$ cat config.mk
export PLATFORM = sky130hd
export DESIGN_NAME = promedio_muestras
export DESIGN_NICKNAME = d
export VERILOG_FILES = /design/src/rtl/promedio_muestras.sv
export SDC_FILE = /design/constraint.sdc
export NUM_CORES = 1
export LEC_CHECK = 0
export ABC_AREA = 1
export CAP_MARGIN = 20
export CELL_PAD_IN_SITES_DETAIL_PLACEMENT = 1
export CELL_PAD_IN_SITES_GLOBAL_PLACEMENT = 1
export CORE_MARGIN = 5
export CORE_UTILIZATION = 48
export CTS_BUF_LIST = sky130_fd_sc_hd__clkbuf_4
export CTS_CLUSTER_DIAMETER = 50
export DETAILED_ROUTE_END_ITERATION = 8
export HOLD_SLACK_MARGIN = 0.02
export PLACE_DENSITY = 0.79
export SYNTH_ARGS = -nofsm -noshare
export SYNTH_HDL_FRONTEND = slang
export SYNTH_SLANG_ARGS = --single-unit
$ cat constraint.sdc
create_clock -name clk -period 3.1 [get_ports clk]
set_input_delay 0.775 -clock clk [delete_from_list [all_inputs] [get_ports clk]]
set_output_delay 0.775 -clock clk [all_outputs]
set_load 0.005 [all_outputs]
$ cat src/rtl/promedio_muestras.sv
// Moving average over the last 2**N_LOG2 accepted ADC samples, with a three-state load pipeline.
// Optional frame check on the leading zero bits is enabled by defining PROMEDIO_ZERO_CHECK_EN.
module promedio_muestras #(
    parameter int N_LOG2 = 3
) (
    input  logic        clk,
    input  logic        rst,
    input  logic        listo_in,
    input  logic [3:0]  zeros_in,
    input  logic [11:0] dato_in,
    output logic [11:0] promedio,
    output logic        valido,
    output logic        lleno,
    output logic        sobrecarga,
    output logic        error_trama
);
    localparam int W = 1 << N_LOG2;
    localparam logic [N_LOG2:0] FULL = 1'b1 << N_LOG2;
    localparam logic [N_LOG2:0] LAST = FULL - 1'b1;

    localparam logic [1:0] IDLE   = 2'd0;
    localparam logic [1:0] CARGA  = 2'd1;
    localparam logic [1:0] SALIDA = 2'd2;

    logic [1:0]         state;
    logic [11:0]        muestra;
    logic [11+N_LOG2:0] sum;
    logic [11:0]        mem [W];
    logic [N_LOG2-1:0]  ptr;
    logic [N_LOG2:0]    fill;
    logic               frame_ok;

`ifdef PROMEDIO_ZERO_CHECK_EN
    assign frame_ok = (zeros_in == 4'b0000);
`else
    logic unused_zeros;
    assign unused_zeros = ^zeros_in;
    assign frame_ok     = 1'b1;
`endif

    always_ff @(posedge clk) begin
        if (rst) begin
            state       <= IDLE;
            muestra     <= '0;
            sum         <= '0;
            ptr         <= '0;
            fill        <= '0;
            promedio    <= '0;
            valido      <= 1'b0;
            lleno       <= 1'b0;
            sobrecarga  <= 1'b0;
            error_trama <= 1'b0;
            for (int unsigned i = 0; i < W; i++) mem[i] <= '0;
        end else begin
            valido      <= 1'b0;
            error_trama <= 1'b0;
            case (state)
                IDLE: begin
                    if (listo_in) begin
                        if (frame_ok) begin
                            muestra <= dato_in;
                            state   <= CARGA;
                        end else begin
                            error_trama <= 1'b1;
                        end
                    end
                end
                CARGA: begin
                    if (listo_in) sobrecarga <= 1'b1;
                    // Running sum: evict the oldest entry and add the new sample in one step.
                    sum      <= sum - {{N_LOG2{1'b0}}, mem[ptr]} + {{N_LOG2{1'b0}}, muestra};
                    mem[ptr] <= muestra;
                    ptr      <= ptr + 1'b1;
                    if (fill != FULL) fill <= fill + 1'b1;
                    if (fill == LAST) lleno <= 1'b1;
                    state    <= SALIDA;
                end
                SALIDA: begin
                    if (listo_in) sobrecarga <= 1'b1;
                    promedio <= sum[11+N_LOG2:N_LOG2];
                    valido   <= 1'b1;
                    state    <= IDLE;
                end
                default: state <= IDLE;
            endcase
        end
    end
endmodule
# Word level (Yosys, flattened, before mapping)
# Memory sizes are Yosys's and may differ from the RTL's. A register that Yosys moved wholly into a read port is not among the register bits.
# Cells that the tools add are included.
[totals] ff_bits=51 latch_bits=0 ram_bits=96 rom_bits=0 out_inout_bits=16 memories=1
[classes] addsub=4 mul=0 div=0 magnitude_cmp=0 n_eq_ne=5 shift=0 muxes=13 bitwise=0 n_reduce_logical=7
[mem_list] memory="mem" depth=8 width=12 rd=1 rd_ports_with_merged_regs=1 wr=8 line_no="28" rtl="logic [11:0] mem [W];"
[ops] cell="$add 15x12->15" n=1
[ops] cell="$sub 15x12->15" n=1
[ops] cell="$mux 12" n=1
[ops] cell="$reduce_or 12->1" n=1
[ops] cell="$mux 3" n=3
[ops] cell="$reduce_and 2->1" n=4
[ops] cell="$mux 1" n=7
[ops] cell="$add 4x1->4 const B" n=1
[ops] cell="$eq 4x3->1 const B" n=1
[ops] cell="$ne 4x4->1 const B" n=1
[ops] cell="$pmux 2 s2" n=1
[ops] cell="$add 3x1->3 const B" n=1
[ops] cell="$eq 2x1->1 const B" n=1
[ops] cell="$eq 2x2->1 const B" n=1
[ops] cell="$logic_not 2->1" n=1
[ops] cell="$mux 2" n=1
[ops] cell="$ne 2x2->1 const B" n=1
[ops] cell="$reduce_or 2->1" n=1

# Depth between registers and ports, before layout
# Gate-level depths: netlist of run 1.
[depth] depth_word=6 ltp_mapped=21

# Worst setup path after synthesis of run 1
# OpenSTA, ideal clock, no wires.
[synth_path] path_kind="register to register" from="register (tool-made name)" to="register sum[8]" setup_ns=0.115 arrival_ns=2.559 required_time_ns=2.985 path_slack_ns=0.425 path_stages_with_launch=17 path_buffers=2 period_less_slack_ns=2.675 cell_sequence="dfxtp_1 buf_4 buf_4 nor2_1 o32ai_1 nand2_1 nand2_1 fa_1 fa_1 inv_1 nand3_1 nand3_1 nand2_1 nand3_1 nor2_1 o21ai_0 inv_1"
[synth_lines] element="end signal: assignment" line_no="71" rtl="sum <= sum - {{N_LOG2{1'b0}}, mem[ptr]} + {{N_LOG2{1'b0}}, muestra};"
[synth_lines] element="end: declaration" line_no="27" rtl="logic [11+N_LOG2:0] sum;"

==> results of run 1 <==
Yosys cell counts:
library cell  number
nor2_2             1
nand2_1          126
edfxtp_1          96
nor2_1           192
xnor2_1            2
nand2_2            8
clkinv_1           1
buf_4              4
clkbuf_1          17
o21ai_0           66
nand3_1           24
a21oi_1           50
conb_1             1
o32ai_1           24
buf_1              4
inv_2             14
buf_2             13
xor2_1             5
nor2_8             2
dfxtp_1           54
ha_1              22
a31oi_1            1
clkbuf_2           1
o41ai_1            1
nand4_1            3
fa_1              12
o211ai_1           1
inv_1            107
final timing paths:
| kind | startpoint | to | slack [ns] |
|---|---|---|---|
| worst min-delay path | sum[0] | sum[0] | 0.48 |
| worst min register to register | sum[0] | sum[0] | 0.48 |
| worst max-delay path | register | sum[12] | 0.11 |
| worst max register to register | register | sum[12] | 0.11 |
per-stage QoR:
stage               hold WS [ns]  setup TNS [ns]  cells  worst slack (ns)  instance area, µm²
floorplan                 0.4344               0    852            0.4251                7423
global placement          0.4430               0   1054            0.1324                7988
detailed placement        0.4500       -0.007515   1054         -0.007515                7988
CTS                       0.4844        -0.06947   1086          -0.02605                8224
global route              0.5076         -0.1276   1087          -0.05814                8393
finish                    0.4786               0   1087            0.1137                8393
worst max-delay path: cells and delay by family, from the launching register on:
kind / cells / cell delay, ns
DFF: 1 / 0.38
adders and majority gates: 2 / 0.75
buffers and inverters: 5 / 0.52
AOI/OAI and AO/OA: 2 / 0.43
and+or+nand+nor: 9 / 0.81
kinds of logic after synthesis:
| logic type | after synthesis | synth area share |
|---|---|---|
| and+or+nand+nor | 356 | 0.1925 |
| adders and majority gates | 34 | 0.06944 |
| DFF | 150 | 0.5340 |
| other | 1 | 0.0005052 |
| buffers and inverters | 161 | 0.08579 |
| AOI/OAI and AO/OA | 143 | 0.1096 |
| xor gates and xnor gates | 7 | 0.008259 |
flip-flops by register name, summed over array words and instances, names as in the netlist, named ones only:
signal      count
mem            96
promedio       12
state           2
valido          1
fill            4
sobrecarga      1
sum            15
lleno           1
muestra        12
ptr             3
where the power goes:
group          switching [mW]  internal (mW)  total, mW
Sequential             0.0941           2.31       2.40
Clock                   0.743          0.353       1.10
Combinational            1.90           1.10       3.00
Total                    2.74           3.76       6.50
final cells by class:
class / count / area [µm²] / area share
sequential: 150 / 3969 / 0.4729
multi-input combinational: 541 / 2943 / 0.3506
timing repair buffer: 54 / 551.8 / 0.06574
inverter: 122 / 457.9 / 0.05456
tap: 188 / 235.2 / 0.02803
clock buffer: 21 / 157.7 / 0.01878
clock inverter: 11 / 78.83 / 0.009392
timing repair:
action	in CTS	in global routing
buffers inserted	0	0
resized for setup	1	39
pin swaps	0	1
endpoints found under the setup margin	4	11
gates cloned	0	1
hold buffers	0	0
routing by layer:
metal	up-vias	track usage	share of wire
met5	-	0	0
met4	0	0.08541	0.024
met3	32	0.04651	0.043
met2	106	0.4209	0.52
met1	2922	0.2694	0.41
li1	2828	-	-
==> impl_results.md, run 1 <==
* Outcome: complete, no violations
* Slew headroom at 0.5260
* Layout Utilization at 0.5521
* Syn Nets at 905
* Crit start category: register
* Core ar. at 15,200 µm²
* First-pass GRT wire length at 31.95 mm
* Number of max-cap violations at 0
* Worst-path fanout max at 17
* Via Count at 5,888
* Critical path, cell by cell: inv_2 -> buf_12 -> buf_6 -> nor2_1 -> o32ai_2 -> nand2_1 -> nand2_1 -> fa_1 -> inv_1 -> ha_2 -> nand2_1 -> nand2_1 -> a21oi_1 -> nand3_1 -> nand2_1 -> nand3_1 -> nand2_1 -> inv_1
* CTS Buffer Depth at 2
* Power Total at 6.497 mW
* Worst-margin pin slew at 0.7110 ns
* # DRC at 0
* H-tree Lvls at 4
* Clk_lat worst skew at 0.59 ns
* DR iter-0 viols at 305
* Largest net degree at the start of global routing at 42
* Tmin final at 2.986 ns
* Ant diodes at 0
* Synthesis Warnings at 0
* Max incr delay on CP at 0.44 ns
* Share of cells above drive strength 1 at 0.1212
* Gr ovfl total at 0
* Share of the synthesized area in the top cell type at 0.3883
* F_max at 0.3349 GHz
* Layout Area Growth over Synthesis at 13.06%
* Synth Cell Area at 7423 µm²
* Post-synthesis sequential area ratio at 0.5340
* Inserted Clock Buffers at 17
* Root buffer cell: clkbuf_4
* WHS Path Cells at 2
* Lkg Pwr at 3.589 nW
* First drt pass iteration count at 4
* HPWL Detailed at 14.50 mm
* Final #Nets at 939
* Gpl congestion at 0.8655
* Antenna violations before repair at 0
* Tightest Hold Check Type: reg2reg
* CP Class: reg2reg
* Gate Count Post-Synth at 852
* CP Capture Type: register
* Synth top area cells: edfxtp_1 (39%), dfxtp_1 (15%), nor2_1 (9.7%)
* DR WL/cell at 18.93 µm
* Clk slew on worst S/H paths at 0.12 ns
* Crit path max-delay cell type: fa_1
* Final slew viol count at 0
* Setup violators final at 0
* Layout Skew at 0.02684 ns
* Critical Path Most Common Cell: nand2_1
* Yosys top cell by area: edfxtp_1
* Vias per cell at 5.417
* Port Buf Inserts at 29
* Most common cell after layout, fill and taps aside: nor2_1
* PwrDens at 774.1 nW/µm²
* CTS tree: built
* GRT Resource Usage Total at 0.2315
* Die ar. at 18,050 µm²
* Initial core utilization at 0.4883
* # fillers at 1,825
* #FFs+latches synth at 150
* Tcrit/Tclk final at 0.9633
* Syn avg cell area at 8.713 µm²
* Vias in the first global route at 6,189
* # IOs at 35
* Worst Reg-to-Reg Cells at 18
* Clock tree sinks at 150
* Final hold violations at 0
* Antenna Violating Nets Remaining at 0
* Maximum vdd ir drop at 0.0004238 V
* Die Height at 134.4 µm
* Most frequent cells in the layout: nor2_1 (188), nand2_1 (122), inv_1 (106), edfxtp_1 (96), o21ai_0 (61)
* Final WL at 20.58 mm
* RSZ-0062 raised after global routing: yes
* Die Wd at 134.4 µm
* # rows at 45
* Critical Path RT at 3.59 ns
* Crit path arrival time at 3.48 ns
* Post-synthesis cell type count at 28
No activity file was read; power rests on OpenSTA's default activity.
==> inputs of run 2 (changes only) <==
--- a/config.mk
+++ b/config.mk
@@ -5,12 +5,11 @@
 export SDC_FILE = /design/constraint.sdc
 export NUM_CORES = 1
 export LEC_CHECK = 0
-export ABC_AREA = 1
 export CAP_MARGIN = 20
 export CELL_PAD_IN_SITES_DETAIL_PLACEMENT = 1
 export CELL_PAD_IN_SITES_GLOBAL_PLACEMENT = 1
 export CORE_MARGIN = 5
-export CORE_UTILIZATION = 48
+export CORE_UTILIZATION = 51
 export CTS_BUF_LIST = sky130_fd_sc_hd__clkbuf_4
 export CTS_CLUSTER_DIAMETER = 50
 export DETAILED_ROUTE_END_ITERATION = 8
==> impl_results.md, run 2 <==
* Final WL at 21.44 mm (+4.2%)
* Most frequent cell after synthesis: edfxtp_1
* Failing checks: setup timing
* Core ar. at 14,420 µm² (-5.1%)
* # hold bufs at CTS at 0 (unchanged)
* Worst-path fanout max at 7 (-10)
* PwrDens at 823.9 nW/µm² (+6.4%)
* Yosys top cell by area: edfxtp_1
* Antenna violations before repair at 0 (unchanged)
* Most common cell after layout, fill and taps aside: edfxtp_1
* Syn Nets at 698 (-23%)
* Antenna Violating Nets Remaining at 0 (unchanged)
* Share of cells above drive strength 1 at 0.2789 (+0.1577)
* Gr ovfl total at 0 (unchanged)
* Gpl congestion at 0.8147 (-5.9%)
* HPWL Detailed at 15.03 mm (+3.6%)
* CTS Buffer Depth at 2 (unchanged)
* CTS tree: built
* Die Wd at 130.8 µm (-2.6%)
* Tmin final at 3.697 ns (+0.7107 ns)
* Outcome: finished, violations left
* Vias per cell at 5.952 (+9.9%)
* Slew headroom at 0.3592 (-0.1668)
* Number of max-cap violations at 0 (unchanged)
* Number of synthesized flops with an enable pin at 96 (unchanged)
* Placed Area at 8464 µm² (+6.0%)
* Async SR Flop Fraction at 0 (unchanged)
* Setup TNS Final at -4.416 ns (-4.416 ns)
* Final #Nets at 775 (-17%)
* Most frequent cells in the layout: edfxtp_1 (96), buf_4 (67), dfxtp_1 (53), nor4_1 (45), nand2_1 (42)
* First-pass GRT wire length at 33.17 mm (+3.8%)
* DR iter-0 viols at 348 (+14%)
* Via Count at 5,470 (-7.1%)
* Inserted Clock Buffers at 17 (unchanged)
* Synth top area cells: edfxtp_1 (39%), dfxtp_1 (15%), mux4_2 (7.3%)
* Final slew viol count at 0 (unchanged)
* Gate Count Post-Synth at 645 (-24%)
* Power Total at 7.509 mW (+16%)
* Lkg Pwr at 3.365 nW (-6.2%)
* # rows at 44 (-2.2%)
* CP Capture Type: register
* Clk_lat worst skew at 0.59 ns (about the same)
* Setup violators final at 11 (+11)
* DP Cell Count at 877 (-17%)
* # IOs at 35 (unchanged)
* Clk slew on worst S/H paths at 0.13 ns (about the same)
* Die Height at 130.8 µm (-2.6%)
* #FFs+latches synth at 150 (unchanged)
* Largest Register: mem
* Top FF cell, synth: edfxtp_1
* Ant diodes at 0 (unchanged)
* RSZ-0062 raised after global routing: yes
* Regs by FF count: mem x96, sum x15
* Syn avg cell area at 11.54 µm² (+32%)
* Final hold violations at 0 (unchanged)
* Layout Skew at 0.03014 ns (+0.003307 ns)
* Maximum vdd ir drop at 0.0003733 V (-12%)
* Share of the synthesized area in the top cell type at 0.3872 (-0.001175)
* Vias in the first global route at 5,856 (-5.4%)
* Post-synthesis sequential area ratio at 0.5323 (-0.001615)
* Largest net degree at the start of global routing at 53 (+26%)
* Die ar. at 17,120 µm² (-5.2%)
* Pre-CTS WS at -0.7314 ns (-0.7239 ns)
* List of most frequent post-synthesis cells: edfxtp_1 (96), dfxtp_1 (54), inv_1 (46)
* Critical Path RT at 3.57 ns (-0.02 ns)
* Tightest Hold Check Type: reg2reg
* GRT Resource Usage Total at 0.2624 (+0.03089)
* CP Class: reg2reg
* Clock tree sinks at 150 (unchanged)
* Root buffer cell: clkbuf_4
* Max reg flops at 96 (unchanged)
* Initial core utilization at 0.5162 (+0.02791)
* F_max at 0.2705 GHz (-19%)
* Port Buf Inserts at 29 (unchanged)
* # DRC at 0 (unchanged)
* Crit start category: register
* DR WL/cell at 23.32 µm (+23%)
* H-tree Lvls at 4 (unchanged)
* Tcrit/Tclk final at 1.193 (+0.2292)
* Synth Cell Area at 7446 µm² (+0.30%)
* Worst-margin pin slew at 0.9612 ns (+0.2502 ns)
* Post-synthesis cell type count at 49 (+75%)
* Non-filler cells, final at 919 (-15%)
* Synthesis Warnings at 0 (unchanged)
* First drt pass iteration count at 5 (+1)
* Crit path arrival time at 4.17 ns (+0.69 ns)
* Post-layout instance area at 9114 µm² (+8.6%)
* Layout Area Growth over Synthesis at 22.40%
* Setup slack after layout at -0.5970 ns (-0.7107 ns)
[run 2: cell count changes after synthesis, sizes merged, moves of 39 or more]
cell   previous run  this run
o21ai            66         7
nor3              0        39
nor4              0        45
nand2           134        43
nor2            195        39
inv             121        46
[run 2: layer usage]
layer / share of wire / track usage
met1: 0.38 / 0.3055
met2: 0.53 / 0.4632
met3: 0.065 / 0.07561
met4: 0.025 / 0.09195
met5: 0 / 0
[run 2: cells by family (layout without fill, tap and decap cells)]
group                    Yosys count  in the layout  synth area share
adder cells (fa/ha/maj)           34             34           0.06923
AO/OA/AOI/OAI                     58             58           0.05008
other                              1              1         0.0005036
buffers and inverters            107            197           0.05596
multiplexers                      60             60            0.1232
AND/OR/NAND/NOR                  222            222            0.1534
flip-flops                       150            150            0.5323
XOR/XNOR                          13             13           0.01529
[run 2: report_power, final]
part	internal (mW)	switching [mW]	total (mW)
Clock	0.580	0.776	1.36
Combinational	1.85	1.85	3.70
Sequential	2.30	0.153	2.45
Total	4.72	2.78	7.51
[run 2: area by class of cell]
cell class	count	area, µm²
Fill cell	1497	5310
Sequential cell	150	3968
Multi-Input combinational cell	388	3425
Timing Repair Buffer	108	969.7
Tap cell	184	230.2
Inverter	57	214.0
Clock inverter	14	172.7
Clock buffer	18	135.1
[run 2: metrics by stage]
stage	hold slack, ns	utilization
after floorplan	0.4488	-
after global placement	0.4507	0.5868
after detailed placement	0.4669	0.5868
after CTS	0.4852	0.6234
after global routing	0.5090	0.6319
final	0.4860	0.6319
[run 2: final timing paths]
kind,from,to,slack [ns],cells past startpoint
worst min-delay path,muestra[5],muestra[5],0.49,2
worst max-delay path,register,sum[14],-0.60,13
worst max register to register,register,sum[14],-0.60,13
worst min register to register,muestra[5],muestra[5],0.49,2
[run 2: critical path, cell delays in order (launching register included)]
cell     delay, ns
dfxtp_4       0.42
buf_16        0.15
buf_4         0.11
mux4_2        0.51
mux2_4        0.28
fa_1          0.53
inv_1         0.09
ha_4          0.26
nand2_1       0.08
o21ai_2       0.07
a221o_1       0.30
a41oi_2       0.20
mux2i_1       0.24
mux2_1        0.34
[run 2: what timing repair did]
item	in CTS	in global routing
setup buffers	10	1
endpoints found under the hold margin	0	0
gates resized for setup	30	24
gates cloned	1	0
pin swaps	28	14
setup endpoints to repair	12	13
==> inputs of run 3 (changes only) <==
--- a/config.mk
+++ b/config.mk
@@ -8,7 +8,6 @@
 export CAP_MARGIN = 20
 export CELL_PAD_IN_SITES_DETAIL_PLACEMENT = 1
 export CELL_PAD_IN_SITES_GLOBAL_PLACEMENT = 1
-export CORE_MARGIN = 5
 export CORE_UTILIZATION = 51
 export CTS_BUF_LIST = sky130_fd_sc_hd__clkbuf_4
 export CTS_CLUSTER_DIAMETER = 50
==> impl_results.md, run 3 (synthesis results as in run 2) <==
* Ant diodes at 0 (unchanged)
* DR WL/cell at 24.32 µm (+4.3%)
* Share of cells above drive strength 1 at 0.2801 (+0.001197)
* First-pass GRT wire length at 33.58 mm (+1.2%)
* Post-layout instance area at 9136 µm² (+0.25%)
* Port Buf Inserts at 29 (unchanged)
* Part of the power in registers at 0.321 (-0.005)
* Vias in the first global route at 5,913 (+0.97%)
* Final WL at 22.35 mm (+4.3%)
* Pre-CTS WS at -0.7777 ns (-0.04626 ns)
* Tightest Hold Check Type: reg2reg
* RSZ-0062 raised after global routing: yes
* # IOs at 35 (unchanged)
* DR iter-0 viols at 501 (+44%)
* Most frequent cells in the layout: edfxtp_1 (96), buf_4 (68), dfxtp_1 (53), nor4_1 (45), nand2_1 (40)
* Critical Path Most Common Cell: a21o_1
* Lkg Pwr at 3.366 nW (about the same)
* Delay-heaviest family, CP: multiplexers
* CP Class: reg2reg
* Gpl congestion at 0.8354 (+2.5%)
* Worst-path fanout max at 8 (+1)
* Antenna Violating Nets Remaining at 0 (unchanged)
* Vias per cell at 6.106 (+2.6%)
* # fillers at 1,438 (-3.9%)
* Crit start category: register
* F_max at 0.2644 GHz (-2.2%)
* Layout Area Growth over Synthesis at 22.70%
* Gr ovfl total at 0 (unchanged)
* Layout Skew at 0.02377 ns (-0.006371 ns)
* Largest Register: mem
* # rows at 43 (-2.3%)
* PwrDens at 831.1 nW/µm² (+0.88%)
* Tcrit/Tclk final at 1.220 (+0.02734)
* Worst Reg-to-Reg Cells at 14 (+1)
* Final slew viol count at 0 (unchanged)
* Clock group share of total power at 0.178 (-0.003)
* Final #Nets at 779 (+0.52%)
* Placed Area at 8512 µm² (+0.56%)
* Final hold violations at 0 (unchanged)
* Slew headroom at 0.4251 (+0.06586)
* Setup TNS Final at -4.643 ns (-0.2268 ns)
* Setup slack after layout at -0.6818 ns (-0.08475 ns)
* Clk slew on worst S/H paths at 0.13 ns (about the same)
* Largest net degree at the start of global routing at 58 (+9.4%)
* First drt pass iteration count at 5 (unchanged)
* Hold Slack at 0.4870 ns (+0.0009950 ns)
* Root buffer cell: clkbuf_4
* Register Area at 3968 µm² (unchanged)
* HPWL Detailed at 14.46 mm (-3.8%)
* Worst-margin pin slew at 0.8624 ns (-0.09879 ns)
* Critical Path RT at 3.58 ns (about the same)
* Via Count at 5,611 (+2.6%)
* Most common cell after layout, fill and taps aside: edfxtp_1
* Core ar. at 14,040 µm² (-2.6%)
* Die Wd at 122.8 µm (-6.1%)
* Die Height at 122.8 µm (-6.1%)
* Switching power at 2.855 mW (+2.6%)
* Regs by FF count: mem x96, sum x15
* CTS tree: built
* Antenna violations before repair at 0 (unchanged)
* Logic pwr share at 0.502 (+0.009)
* Crit path max-delay cell type: mux4_2
* Failing checks: setup timing
* H-tree Lvls at 4 (unchanged)
* Power Total at 7.593 mW (+1.1%)
* Buffers plus inverters on the worst setup path at 4 (+1)
* GRT Resource Usage Total at 0.3137 (+0.05137)
* Initial core utilization at 0.5303 (+0.01403)
* Die ar. at 15,090 µm² (-12%)
* Max reg flops at 96 (unchanged)
* # hold bufs at CTS at 0 (unchanged)
* Sw Share at 0.3759 (+0.005211)
* CP Capture Type: register
* CTS Buffer Depth at 2 (unchanged)
* Crit path arrival time at 4.26 ns (+0.09 ns)
* Maximum vdd ir drop at 0.0003927 V (+5.2%)
* WHS Path Cells at 2 (unchanged)
* Pint at 4.739 mW (+0.29%)
* # DRC at 0 (unchanged)
* Max incr delay on CP at 0.55 ns (+0.02 ns)
* Outcome: finished, violations left
* Inserted Clock Buffers at 17 (unchanged)
* WP depth at 14 (+1)
* Tmin final at 3.782 ns (+0.08475 ns)
* Setup violators final at 11 (unchanged)
* Clock tree sinks at 150 (unchanged)
* Area occupied by multi-input gates at 3396 µm² (-0.84%)
* Number of max-cap violations at 0 (unchanged)
* Critical path, cell by cell: buf_12 -> buf_6 -> buf_4 -> mux4_2 -> mux2_4 -> fa_1 -> inv_1 -> ha_2 -> a21o_1 -> a21o_1 -> a21o_4 -> o211ai_1 -> mux2i_1 -> nand2_1
* Clk_lat worst skew at 0.59 ns (about the same)
==> run 3: cell types whose count changed in the layout (fill, tap and decap cells not counted), moves of 2 or more <==
cell / previous run / this run
clkinvlp_4: 0 / 3
ha_4: 11 / 8
nand2_1: 42 / 40
inv_2: 9 / 7
ha_1: 9 / 12
buf_12: 3 / 7
nand2_2: 0 / 3
inv_6: 4 / 2
==> run 3: layout make-up <==
type	instances	area share
Clock buffer	18	0.01479
Sequential cell	150	0.4343
Multi-Input combinational cell	388	0.3717
Timing Repair Buffer	112	0.1123
Clock inverter	14	0.01890
Tap cell	180	0.02465
Inverter	57	0.02342
==> run 3: path summary, 6_finish.rpt <==
| path | end | start | slack [ns] |
|---|---|---|---|
| worst min-delay path | muestra[5] | muestra[5] | 0.49 |
| worst min register to register | muestra[5] | muestra[5] | 0.49 |
| worst max-delay path | sum[11] | register | -0.68 |
| worst max register to register | sum[11] | register | -0.68 |
==> run 3: metrics by stage <==
step | cells | util
5_1_grt | 919 | 0.6506
3_5_place_dp | 875 | 0.6062
2_1_floorplan | 645 | -
4_1_cts | 918 | 0.6465
3_3_place_gp | 875 | 0.6062
6_report | 919 | 0.6506
==> run 3: layer usage <==
metal  vias to the layer above  part of all wire  track usage
li1                       2483                 -            -
met1                      2855              0.38       0.3711
met2                       230              0.52       0.5502
met3                        43             0.071      0.08643
met4                         0             0.024       0.1014
met5                         -                 0            0
==> run 3: power groups by stage <==
stage,Clock (mW),Combinational [mW],Sequential [mW]
CTS,1.35,3.49,2.43
floorplan,0,2.01,2.41
global route,1.44,4.07,2.45
finish,1.35,3.81,2.43
global placement,0,2.88,2.45
detailed placement,0,3.04,2.47
==> run 3: worst register-to-register path, cell delays in order, from the launching register on <==
cell and delay [ns]:
dfxtp_4 0.40, buf_12 0.15, buf_6 0.12, buf_4 0.12, mux4_2 0.55, mux2_4 0.31, fa_1 0.50, inv_1 0.05
ha_2 0.21, a21o_1 0.21, a21o_1 0.21, a21o_4 0.23, o211ai_1 0.32, mux2i_1 0.24, nand2_1 0.07
==> run 3: timing repair <==
item / 4_1_cts / 5_1_grt
gates cloned: 1 / 0
pin swaps: 16 / 16
gates resized for setup: 31 / 20
setup endpoints to repair: 12 / 12
buffers inserted: 12 / 3
